[src/rtl/turret_servo_sched.sv]
// turret_servo_sched: APB motion scheduler for the pan/tilt servos.
// Slews pulse widths toward targets once per frame; shared-counter PWM.
module turret_servo_sched #(
    parameter int TICK_DIV    = 100,
    parameter int FRAME_TICKS = 20000,
    parameter int PW_MIN      = 1000,
    parameter int PW_MAX      = 2000,
    parameter int PW_CENTER   = 1500
) (
    input  logic        PCLK,
    input  logic        PRESET,
    input  logic        PSEL,
    input  logic        PENABLE,
    input  logic        PWRITE,
    input  logic [31:0] PADDR,
    input  logic [31:0] PWDATA,
    output logic [31:0] PRDATA,
    output logic        PREADY,
    output logic        PSLVERR,
    input  logic        SW1,
    input  logic        SW2,
    output logic        pwm_out1,
    output logic        pwm_out2,
    output logic        busy
);

    localparam int PSW = (TICK_DIV > 1) ? $clog2(TICK_DIV) : 1;
    localparam int TW  = (FRAME_TICKS > 1) ? $clog2(FRAME_TICKS) : 1;
    localparam int CW  = (TW > 12) ? TW : 12;

    localparam logic [PSW-1:0] PRE_LAST  = PSW'(TICK_DIV - 1);
    localparam logic [TW-1:0]  TICK_LAST = TW'(FRAME_TICKS - 1);
    localparam logic [11:0]    MIN12     = 12'(PW_MIN);
    localparam logic [11:0]    MAX12     = 12'(PW_MAX);
    localparam logic [11:0]    CTR12     = 12'(PW_CENTER);

    localparam logic [2:0] A_CTRL   = 3'd0;
    localparam logic [2:0] A_TGT1   = 3'd1;
    localparam logic [2:0] A_TGT2   = 3'd2;
    localparam logic [2:0] A_STEP   = 3'd3;
    localparam logic [2:0] A_POS1   = 3'd4;
    localparam logic [2:0] A_POS2   = 3'd5;
    localparam logic [2:0] A_STATUS = 3'd6;

    typedef enum logic {IDLE, RUN} state_t;

    state_t         state_q, state_d;
    logic [PSW-1:0] presc_q;
    logic [TW-1:0]  tick_q;
    logic           en_q, manual_q;
    logic [11:0]    tgt1_q, tgt2_q, pos1_q, pos2_q;
    logic [7:0]     step_q;
    logic           sw1_m, sw1_s, sw2_m, sw2_s;

    logic [2:0]  idx;
    logic        acc, wr, wr_tgt1, en_d, frame_end;
    logic        moving1, moving2;
    logic [7:0]  jstep;
    logic [12:0] up_sum, dn_lim;
    logic [11:0] jog_tgt, tgt1_slew;
    logic [31:0] rd_val;
    logic        unused_bits;

    function automatic logic [11:0] clamp(input logic [11:0] v);
        logic [11:0] r;
        r = v;
        if (v < MIN12) r = MIN12;
        else if (v > MAX12) r = MAX12;
        return r;
    endfunction

    function automatic logic [11:0] slew(input logic [11:0] p,
                                         input logic [11:0] t,
                                         input logic [7:0]  s);
        logic [11:0] d, s12, r;
        s12 = {4'b0, s};
        r   = t;
        if (t > p) begin
            d = t - p;
            if (s != 8'd0 && d > s12) r = p + s12;
        end else begin
            d = p - t;
            if (s != 8'd0 && d > s12) r = p - s12;
        end
        return r;
    endfunction

    assign unused_bits = ^{PADDR[31:5], PADDR[1:0], PWDATA[31:12]};

    assign idx     = PADDR[4:2];
    assign acc     = PSEL & PENABLE;
    assign wr      = acc & PWRITE;
    assign wr_tgt1 = wr && (idx == A_TGT1);
    assign en_d    = (wr && idx == A_CTRL) ? PWDATA[0] : en_q;

    assign frame_end = (state_q == RUN) && (presc_q == PRE_LAST)
                    && (tick_q == TICK_LAST);

    assign moving1 = (pos1_q != tgt1_q);
    assign moving2 = (pos2_q != tgt2_q);
    assign busy    = moving1 | moving2;
    assign PREADY  = 1'b1;

    // State follows EN as it commits, so PWM drops on the write edge.
    always_ff @(posedge PCLK) begin
        if (PRESET) state_q <= IDLE;
        else        state_q <= state_d;
    end

    always_comb begin
        state_d  = state_q;
        pwm_out1 = 1'b0;
        pwm_out2 = 1'b0;
        unique case (state_q)
            IDLE: if (en_d) state_d = RUN;
            RUN: begin
                if (!en_d) state_d = IDLE;
                pwm_out1 = CW'(tick_q) < CW'(pos1_q);
                pwm_out2 = CW'(tick_q) < CW'(pos2_q);
            end
        endcase
    end

    // Counters start on the first RUN cycle, so frame 0 begins at tick 0.
    always_ff @(posedge PCLK) begin
        if (PRESET || state_d == IDLE) begin
            presc_q <= '0;
            tick_q  <= '0;
        end else if (state_q == RUN) begin
            if (presc_q == PRE_LAST) begin
                presc_q <= '0;
                tick_q  <= (tick_q == TICK_LAST) ? '0 : tick_q + 1'b1;
            end else begin
                presc_q <= presc_q + 1'b1;
            end
        end
    end

    always_ff @(posedge PCLK) begin
        if (PRESET) begin
            sw1_m <= 1'b0;
            sw1_s <= 1'b0;
            sw2_m <= 1'b0;
            sw2_s <= 1'b0;
        end else begin
            sw1_m <= SW1;
            sw1_s <= sw1_m;
            sw2_m <= SW2;
            sw2_s <= sw2_m;
        end
    end

    always_comb begin
        jstep   = (step_q == 8'd0) ? 8'd1 : step_q;
        up_sum  = {1'b0, tgt1_q} + 13'(jstep);
        dn_lim  = {1'b0, MIN12} + 13'(jstep);
        jog_tgt = tgt1_q;
        if (manual_q && sw1_s && !sw2_s) begin
            jog_tgt = (up_sum > {1'b0, MAX12}) ? MAX12 : up_sum[11:0];
        end else if (manual_q && sw2_s && !sw1_s) begin
            jog_tgt = ({1'b0, tgt1_q} < dn_lim) ? MIN12
                                                : tgt1_q - 12'(jstep);
        end
        tgt1_slew = wr_tgt1 ? tgt1_q : jog_tgt;
    end

    always_ff @(posedge PCLK) begin
        if (PRESET) begin
            en_q     <= 1'b0;
            manual_q <= 1'b0;
            step_q   <= 8'd10;
            tgt1_q   <= CTR12;
            tgt2_q   <= CTR12;
            pos1_q   <= CTR12;
            pos2_q   <= CTR12;
        end else begin
            if (frame_end) begin
                pos1_q <= slew(pos1_q, tgt1_slew, step_q);
                pos2_q <= slew(pos2_q, tgt2_q, step_q);
                if (!wr_tgt1) tgt1_q <= jog_tgt;
            end
            if (wr) begin
                case (idx)
                    A_CTRL: begin
                        en_q     <= PWDATA[0];
                        manual_q <= PWDATA[1];
                    end
                    A_TGT1:  tgt1_q <= clamp(PWDATA[11:0]);
                    A_TGT2:  tgt2_q <= clamp(PWDATA[11:0]);
                    A_STEP:  step_q <= PWDATA[7:0];
                    default: ;
                endcase
            end
        end
    end

    always_comb begin
        rd_val = 32'd0;
        case (idx)
            A_CTRL:   rd_val = {30'd0, manual_q, en_q};
            A_TGT1:   rd_val = {20'd0, tgt1_q};
            A_TGT2:   rd_val = {20'd0, tgt2_q};
            A_STEP:   rd_val = {24'd0, step_q};
            A_POS1:   rd_val = {20'd0, pos1_q};
            A_POS2:   rd_val = {20'd0, pos2_q};
            A_STATUS: rd_val = {29'd0, en_q, moving2, moving1};
            default:  rd_val = 32'd0;
        endcase
        PRDATA  = (PSEL && !PWRITE) ? rd_val : 32'd0;
        PSLVERR = acc && ((idx == 3'd7)
               || (PWRITE && (idx == A_POS1 || idx == A_POS2
                              || idx == A_STATUS)));
    end

endmodule
[config.mk]
export PLATFORM = sky130hd
export DESIGN_NAME = turret_servo_sched
export DESIGN_NICKNAME = d
export VERILOG_FILES = /design/src/rtl/turret_servo_sched.sv
export SDC_FILE = /design/constraint.sdc
export NUM_CORES = 1
export LEC_CHECK = 0
export BUFFER_PORTS_ARGS = -buffer_cell sky130_fd_sc_hd__buf_4
export CAP_MARGIN = 15
export CORE_MARGIN = 5
export CORE_UTILIZATION = 45
export CTS_CLUSTER_DIAMETER = 30
export DETAILED_ROUTE_END_ITERATION = 7
export GPL_TIMING_DRIVEN = 0
export MAX_ROUTING_LAYER = met4
export SYNTH_ARGS = -nofsm -noshare
export SYNTH_HDL_FRONTEND = slang
export SYNTH_SLANG_ARGS = --single-unit
[constraint.sdc]
create_clock -name PCLK -period 11.9 [get_ports PCLK]
set_input_delay 1.19 -clock PCLK [delete_from_list [all_inputs] [get_ports PCLK]]
set_output_delay 1.19 -clock PCLK [all_outputs]
set_load 0.01 [all_outputs]
==> summary.txt <==
Die
  • Core area: 25330 um2
  • Cell row count: 58
  • Die area: between 20000 and 30000 um2
  • Starting Density: approximately 46%
  • # IOs: between 100 and 150
  • Horiz. Die Dim: around 170 um
  • Die height: around 170 um

Power and ir drop
  • Worst-case vdd ir drop: 0.06037 mV
  • Pleak: approximately 5.7 nW
  • Cell Pwr Density: between 60 and 70 nW/um2
  • Final Power: approximately 0.80 mW

STA
  • Fmax: between 100 and 150 MHz
  • Final min period: around 9500 ps
  • Tcrit/Tclk final: ~80%
  • Setup TNS: 0 ps
  • Pins Over Slew Limit: 0
  • Final hold vios: 0
  • Final setup fails: 0
  • RSZ-0062 raised after global routing: no
  • Least-Margin Pin Slew: about 1200 ps
  • Relative max-transition margin: a little over a fifth
  • Final Skew: around 14 ps
  • Worst hold slack: about 440 ps

Worst setup path
  • CP max stage delay: around 810 ps
  • R2r startpoint: step_q[6]
  • CP dominant cell by count: clkbuf_1
  • R2r endpoint: pos1_q[6]
  • Startpoint type of the worst setup path: flop
  • CP max stage cell: o31ai_1
  • WP data arrival: 9750 ps
  • Reg2reg setup slack: approximately 2400 ps
  • Crit path from: step_q[6]
  • Cell count of the worst reg-to-reg path: 31
  • Critical setup path kind: flop to flop
  • Worst setup EP type: flop
  • Critical Path RT: 12140 ps
  • Crit-path max FO: 10

Synth
  • Area fraction of the dominant cell type after synthesis: 16.77%
  • Seq cells post-synth: 85
  • Mapped Area: between 10000 and 15000 um2
  • Leading area contributor after synthesis: ha_1
  • Most numerous cell in the Yosys netlist: nor2_1
  • Ys flop type: dfxtp_1
  • Post-synth ARST share: 0%
  • EDFF count, synth: 0
  • Synth cell types: 89
  • Post-synthesis sequential area ratio: 14.62%
  • Yosys Warn Count: 0
  • Post-synth top cells: nor2_1 (174), ha_1 (156), inv_1 (114)
  • Syn Area/Cell: around 7.3 um2
  • Cells after synthesis: 1591
  • Dominant cells by area after synthesis: ha_1 (17%), dfxtp_1 (15%), nor2_1 (5.6%)

GRT
  • Total track usage: 31.01%
  • First-pass GRT wire length: about 70 mm
  • Vias in the first global route: roughly 12k
  • Antenna violations before repair: 0
  • Largest net degree at the start of global routing: 16
  • Overflow after GRT: 0

Place
  • IO buf count: 36
  • Post-DP HPWL: 34.94 mm
  • Cell Area, Placed: 12400 um2
  • Final GP Congestion: roughly 0.94

CTS
  • Number of buffers created by CTS: 9
  • Clock-pin slew on the worst setup and hold paths: ~80 ps
  • Post-CTS sizing: 0
  • Root buffer cell: clkbuf_16
  • Clock Path Buffers: 2
  • Hold-fix buffers, CTS: 0
  • Skew-Pair Late Insertion Delay: roughly 360 ps
  • CTS tree: built
  • Htree depth: 3
  • CTS Sinks: 85
  • Postcts setup bufs: 0

Min path
  • Worst hold path startpoint: sw2_m
  • Hold Crit Class: flop to flop
  • Worst Hold End: sw2_s
  • Hold depth: 1

Final layout
  • Share of layout cells above drive strength 1: under 10%
  • Area Overhead vs Synth: 8.923%
  • Nets@finish: 1895
  • Final core occ: 50.05%
  • Ant. Diodes: 0
  • Fin area: ~13000 um2

Detailed routing
  • DR vias/cell: ~6.2
  • Final ANT Viol Nets: 0
  • Initial DRC count: 1215
  • Final WL: roughly 45 mm
  • Remaining DRCs: 0
  • WL met2: 19.79 mm
  • Top sig layer: met4
  • Met3 Wirelength: approximately 3.5 mm
  • Met1 wire length: a little under 20 mm
  • Vias: between 10k and 15k
  • DRT Pass-1 Iters: 6
  • WL/cell: 22.40 um

Status
  • Status: finished clean

Run
  • Max Cap Violations: 0
[how the worst max path moves through the flow]
stage                            to  slack, ps  cells past startpoint
after floorplan           pos1_q[0]       5310                     34
after global placement    pos1_q[6]       2750                     31
after detailed placement  pos1_q[6]       2660                     31
after CTS                 pos1_q[6]       2650                     31
after global routing      pos1_q[6]       2020                     31
final                     pos1_q[6]       2380                     31
[area by class of cell]
type                            instances  area [um2]
Fill cell                            2630       12650
Multi-Input combinational cell       1300        9060
Sequential cell                        85        1702
Buffer                                111       520.5
Inverter                              114       427.9
Tap cell                              330       412.9
Timing Repair Buffer                   38       280.3
Clock buffer                            9       225.2
Clock inverter                          7       48.80
[through the flow]
step                      worst slack [ps]  std cells
after floorplan                       5310       1610
after global placement                2751       1976
after detailed placement              2660       1978
after CTS                             2652       1994
after global routing                  2018       1994
final                                 2382       1994
[logic make-up (layout without fill, tap and decap cells)]
| family | count (synthesis) | in the layout | synth area share, % |
|---|---|---|---|
| AOI/OAI and AO/OA | 484 | 484 | 28.76 |
| xor gates and xnor gates | 80 | 80 | 6.020 |
| adders and majority gates | 166 | 166 | 18.40 |
| buffers and inverters | 225 | 279 | 8.149 |
| DFF | 85 | 85 | 14.62 |
| muxes | 27 | 27 | 2.483 |
| other | 2 | 21 | 0.06453 |
| and+or+nand+nor | 522 | 522 | 21.50 |
[state kept, by name, indices dropped and copies added, names as in the netlist]
| register | cells |
|---|---|
| en_q | 1 |
| manual_q | 1 |
| pos1_q | 12 |
| pos2_q | 12 |
| presc_q | 7 |
| state_q | 1 |
| step_q | 8 |
| sw1_m | 1 |
| sw1_s | 1 |
| sw2_m | 1 |
| sw2_s | 1 |
| tgt1_q | 12 |
| tgt2_q | 12 |
| tick_q | 15 |
[metal layers]
metal | vias to the layer above | track usage (%)
li1 | 5816 | -
met4 | 0 | 11.44
met5 | - | -
met1 | 5834 | 40.96
met2 | 564 | 48.87
met3 | 121 | 3.859
[cells in the final DEF, fill, tap and decap left out, types with 26 or more instances in the layout]
cell type / instances
nand2_1: 113
nor2_1: 174
buf_4: 58
o21ai_0: 77
nor3_1: 43
a21oi_1: 106
xor2_1: 26
inv_1: 114
a21o_1: 45
nor2b_1: 31
xnor2_1: 54
nand3_1: 44
ha_1: 156
clkbuf_1: 78
dfxtp_1: 85
[worst max-delay path, delay by kind of cell, from the launching register on]
kind                     cells  cell delay [ps]
XOR/XNOR                     1              170
buffers and inverters        5             1720
adder cells (fa/ha/maj)      4             1120
AO/OA/AOI/OAI                9             3190
flip-flops                   1              510
AND/OR/NAND/NOR             12             2650
[power by group]
part / internal, mW / leakage [nW] / switching (mW)
Clock: 0.143 / 0.136 / 0.143
Combinational: 0.0860 / 4.87 / 0.144
Sequential: 0.286 / 0.687 / 0.00349
Total: 0.515 / 5.70 / 0.290
No activity file was read; power rests on OpenSTA's default activity.
